**src/rtl/fan_ramp_ctrl.sv**
```systemverilog
// fan_ramp_ctrl: slewed fan speed control with clamp, power-loss cut-off and auto-off timer (optional kick-start via FAN_KICKSTART_EN)
module fan_ramp_ctrl #(
   parameter int SPEED_W   = 3,
   parameter int MAX_SPEED = 5,
   parameter int RAMP_DIV  = 4,
   parameter int TIMER_W   = 8
) (
   input  logic               clk,
   input  logic               rst_n,
   input  logic               elec,
   input  logic [SPEED_W-1:0] mod,
   input  logic               timer_load,
   input  logic [TIMER_W-1:0] timer_val,
   output logic [SPEED_W-1:0] speed,
   output logic               running,
   output logic               at_target
);
   localparam int DIV_W = RAMP_DIV > 1 ? $clog2(RAMP_DIV) : 1;
   localparam logic [SPEED_W-1:0] MAX_S = SPEED_W'(MAX_SPEED);
   localparam logic [DIV_W-1:0] DIV_LAST = DIV_W'(RAMP_DIV - 1);
   typedef enum logic [2:0] {OFF, RAMP_UP, RAMP_DOWN, HOLD, KICK} state_t;
   state_t r_state, w_state_next;
   logic [SPEED_W-1:0] r_speed, w_speed_next, w_target;
   logic [DIV_W-1:0]   r_div, w_div_next;
   logic [TIMER_W-1:0] r_rem, w_rem_next;
   logic               r_expired, w_expired_next, w_step;
`ifdef FAN_KICKSTART_EN
   localparam int KW = $clog2(2 * RAMP_DIV) + 1;
   localparam logic [KW-1:0] KICK_LOAD = KW'(2 * RAMP_DIV - 1);
   logic [KW-1:0] r_kick, w_kick_next;
`endif
   // state register; reset forces the fan off without waiting for a clock
   always_ff @(posedge clk or negedge rst_n) begin
      if (!rst_n) begin
         r_state   <= OFF;
         r_speed   <= '0;
         r_div     <= '0;
         r_rem     <= '0;
         r_expired <= 1'b0;
`ifdef FAN_KICKSTART_EN
         r_kick    <= '0;
`endif
      end else begin
         r_state   <= w_state_next;
         r_speed   <= w_speed_next;
         r_div     <= w_div_next;
         r_rem     <= w_rem_next;
         r_expired <= w_expired_next;
`ifdef FAN_KICKSTART_EN
         r_kick    <= w_kick_next;
`endif
      end
   end
   // target clamp, one-level slew, timer countdown and next-state classification
   always_comb begin
      w_target       = (!elec || r_expired || mod == '0) ? '0 : (mod > MAX_S ? MAX_S : mod);
      w_step         = (r_speed != w_target) && (r_div == DIV_LAST);
      w_div_next     = (r_speed == w_target || r_div == DIV_LAST) ? '0 : r_div + 1'b1;
      w_speed_next   = !w_step ? r_speed : (r_speed < w_target ? r_speed + 1'b1 : r_speed - 1'b1);
      w_rem_next     = !elec ? '0 : timer_load ? timer_val : (r_rem != '0 ? r_rem - 1'b1 : r_rem);
      w_expired_next = (!elec || timer_load) ? 1'b0 : (r_rem == TIMER_W'(1)) ? 1'b1 : (mod == '0) ? 1'b0 : r_expired;
`ifdef FAN_KICKSTART_EN
      w_kick_next    = '0;
      if (r_state == OFF && w_target != '0) begin
         w_speed_next = MAX_S;
         w_div_next   = '0;
         w_kick_next  = KICK_LOAD;
      end else if (r_state == KICK && w_target != '0 && r_kick != '0) begin
         w_speed_next = r_speed;
         w_div_next   = '0;
         w_kick_next  = r_kick - 1'b1;
      end
`endif
      if (!elec) begin
         w_speed_next = '0;
         w_div_next   = '0;
`ifdef FAN_KICKSTART_EN
         w_kick_next  = '0;
`endif
      end
      w_state_next = (w_speed_next == '0 && w_target == '0) ? OFF :
                     (w_speed_next < w_target) ? RAMP_UP :
                     (w_speed_next > w_target) ? RAMP_DOWN : HOLD;
`ifdef FAN_KICKSTART_EN
      if (w_kick_next != '0 || (r_state == OFF && w_target != '0 && elec)) w_state_next = KICK;
`endif
   end
   assign speed     = r_speed;
   assign running   = r_speed != '0;
   assign at_target = r_speed == w_target;
endmodule
```
**config.mk**
```make
export PLATFORM = sky130hd
export DESIGN_NAME = fan_ramp_ctrl
export DESIGN_NICKNAME = d
export VERILOG_FILES = /design/src/rtl/fan_ramp_ctrl.sv
export SDC_FILE = /design/constraint.sdc
export NUM_CORES = 1
export LEC_CHECK = 0
export BUFFER_PORTS_ARGS = -buffer_cell sky130_fd_sc_hd__buf_2
export CORE_ASPECT_RATIO = 0.8
export CORE_MARGIN = 2
export CORE_UTILIZATION = 46
export DETAILED_ROUTE_END_ITERATION = 6
export PLACE_DENSITY = 0.7
export SLEW_MARGIN = 0
export SYNTH_ARGS = -nofsm -noshare
export SYNTH_HDL_FRONTEND = slang
export SYNTH_SLANG_ARGS = --single-unit
export TNS_END_PERCENT = 1
```
**constraint.sdc**
```tcl
create_clock -name clk -period 3.2 [get_ports clk]
set_clock_uncertainty 0.2 [all_clocks]
set_input_delay 0.32 -clock clk [delete_from_list [all_inputs] [get_ports clk]]
set_output_delay 0.32 -clock clk [all_outputs]
set_load 0.005 [all_outputs]
```
==> run_results.csv <==
group,metric,value,unit
floorplan,dieArea,2310,um^2
yosys,ys_warn_count,0,
yosys,synth.top_cell.area_share,0.393,
detailed_routing,drcViolationCount,0,
cts,cts_tree,"yes",
finish,final_core_util,0.561,
power_and_ir_drop,ir_worst_vdd,241,uV
timing,report.final.slew_viol_count,0,
power_and_ir_drop,switching_share,0.302,
yosys,postSynthAreaPerCell,9.49,um^2
worst_setup_path,required,3.17,ns
cts,root_buffer,"clkbuf_4",
yosys,synth_edf_count,0,
yosys,synth_flop_cell,"dfrtp_1",
cts,cts_made_buffers,3,
timing,setup_viol,0,
outcome,status,"complete, no violations",
finish,layout.nets,139,
power_and_ir_drop,power,0.406,mW
finish,final_cell_mix,"buf_2 (19), dfrtp_1 (14), nand2_1 (9), nor2_1 (9), a21oi_1 (7)",
detailed_routing,firstDrtPassIters,4,
cts,postCtsSetupBuffers,0,
cts,h-tree-depth,1,
floorplan,ios,20,
placement,finalWeightedCongestion,0.780,
worst_hold_path,whs_endpoint,"r_rem[4]$_DFFE_PN0P_",
global_route,grt_use_total,0.183,
worst_hold_path,hp-start,"timer_val[4]",
yosys,syn-num-nets,116,
yosys,syn-cell-area,892,um^2
worst_setup_path,r2r.worst_path.cells,9,
worst_setup_path,start_kind,"flop",
power_and_ir_drop,p_per_area,390,nW/um^2
global_route,grt_pass1_vias,717,
detailed_routing,drt_wl_total,1770,um
worst_hold_path,min-delay-path-class,"input port to flop",
floorplan,num_rows,14,
cts,post_cts_resize_count,0,
power_and_ir_drop,p_comb_frac,0.258,
cts,cts_buffer_depth,2,
timing,finalCritPeriodShare,0.770,
power_and_ir_drop,p_int,0.283,mW
global_route,antenna_found_initial,0,
cts,clk_latency,0.27,ns
worst_setup_path,critPathArrivalTime,2.43,ns
global_route,gr-total-overflow,0,
worst_setup_path,crit_path_end_kind,"flop",
yosys,ys_seq_area_frac,0.393,
floorplan,die_y,43.4,um
finish,diodes,0,
worst_setup_path,crit_fanout,3,
yosys,synth_seq_cells,14,
detailed_routing,via_per_inst,5.23,
cts,clkTransAtPathRegs,0.08,ns
power_and_ir_drop,p_leak,0.498,nW
placement,portBuffers,19,
power_and_ir_drop,p_sw,0.123,mW
yosys,netlist_instances,94,
global_route,grt_pass1_wl,3080,um
placement,place_hpwl,1380,um
floorplan,start_util,0.480,
worst_setup_path,worstSetupPathType,"flop to flop",
timing,setup-tns-final,0,ns
yosys,ys_types,35,
detailed_routing,wl_per_cell,12.8,um
power_and_ir_drop,seqPwrFrac,0.504,
finish,area_growth,16.7,%
floorplan,die_w,53.2,um
detailed_routing,drt_iter0_drc,13,
detailed_routing,antenna_left,0,
worst_setup_path,r2r_end,"speed[2]$_DFFE_PN0P_",
timing,tightest_slew,0.446,ns
timing,hold_violations,0,
worst_setup_path,reg2reg_from,"r_expired$_DFFE_PN0P_",
floorplan,core,1860,um^2
power_and_ir_drop,clockPowerShare,0.238,
timing,fmax,406,MHz
yosys,synth-async-reset-ratio,1.00,
yosys,synth.area.top_cells,"dfrtp_1 (39%), ha_1 (8.4%), xnor2_1 (4.9%), a21oi_1 (3.9%), nand2_1 (3.8%)",
finish,final_common_cell,"buf_2",
detailed_routing,dr_total_vias,727,
flow_run,maxCapViolCount,0,
yosys,synth_top_area_cell,"dfrtp_1",
finish,drive_gt1_frac,0.243,
worst_hold_path,min_path_cells,3,
timing,rsz0062_at_grt,"no",
timing,min_period,2.46,ns
worst_setup_path,r2r_slack,0.74,ns
finish,nFillCells,197,
timing,slew_headroom,0.700,
global_route,grt_max_degree,15,
cts,cts.sinks,14,
cells in the mapped netlist (2+ instances only):
cell type  instances
xnor2_1            5
nand3b_1           2
dfrtp_1           14
a211oi_1           2
inv_1              6
nand2_1            9
mux2i_1            2
nand3_1            3
nor3_1             2
a21oi_1            7
nand2b_1           2
ha_1               6
nor2b_1            2
nor2_1             9
o2bb2ai_1          2
and2_1             2
area by class of cell:
type / count / area (um^2) / share of cell area
inverters: 7 / 26.3 / 0.0252
repair buffers: 20 / 105 / 0.101
flip-flops and latches: 14 / 350 / 0.337
clock buffers: 3 / 22.5 / 0.0216
well taps: 24 / 30.0 / 0.0288
multi-input cells: 71 / 507 / 0.487
how the worst max path moves through the flow:
stage / start / endpoint
after global routing: r_expired$_DFFE_PN0P_ / speed[2]$_DFFE_PN0P_
after floorplan: elec / speed[2]$_DFFE_PN0P_
final: r_expired$_DFFE_PN0P_ / speed[2]$_DFFE_PN0P_
after detailed placement: elec / speed[2]$_DFFE_PN0P_
after global placement: elec / speed[2]$_DFFE_PN0P_
after CTS: r_expired$_DFFE_PN0P_ / speed[2]$_DFFE_PN0P_
cells by family after synthesis:
| logic type | share of synthesized area |
|---|---|
| muxes | 0.0351 |
| buffers and inverters | 0.0393 |
| adders and majority gates | 0.107 |
| AOI/OAI and AO/OA | 0.132 |
| xor gates and xnor gates | 0.0589 |
| and+or+nand+nor | 0.236 |
| DFF | 0.393 |
layer usage:
layer / routed length (um) / GRT usage / up-vias
met5: 0 / 0 / -
met4: 19 / 0.0923 / 0
met3: 84 / 0.0207 / 4
met2: 789 / 0.274 / 17
li1: - / - / 370
met1: 881 / 0.263 / 336
power by group through the flow:
stage | combinational [mW] | clock (mW) | sequential (mW)
after CTS | 0.105 | 0.101 | 0.205
final | 0.105 | 0.0968 | 0.204
after global routing | 0.118 | 0.110 | 0.207
after detailed placement | 0.103 | 0 | 0.208
after floorplan | 0.0755 | 0 | 0.205
after global placement | 0.101 | 0 | 0.207
sequential cells by signal (all words and copies together) (netlist names):
| register | count |
|---|---|
| r_div | 2 |
| r_expired | 1 |
| r_rem | 8 |
| speed | 3 |
worst max-delay path, cell delays in order (launching register included):
cell      delay, ns
dfrtp_1        0.38
nor2b_1        0.18
nand3b_1       0.11
ha_1           0.31
nand2_1        0.05
o21a_1         0.19
fa_1           0.38
nand3b_1       0.16
mux2_2         0.28
mux2i_1        0.11
metrics by stage:
stage          instances  hold WS, ns  area, um^2  worst slack (ns)
6_report             139       0.0850        1040             0.736
5_1_grt              139       0.0880        1040             0.544
4_1_cts              139       0.0784        1040             0.727
3_5_place_dp         135       0.0363        1010             0.558
3_3_place_gp         135       0.0331        1010             0.660
2_1_floorplan         94       -0.176         892             0.622
repair_timing:
action / 4_1_cts / 5_1_grt
hold buffers: 1 / 0
setup endpoints to repair: 0 / 0
endpoints found under the hold margin: 14 / 0
Note: power is estimated with default switching activity, not from simulation.
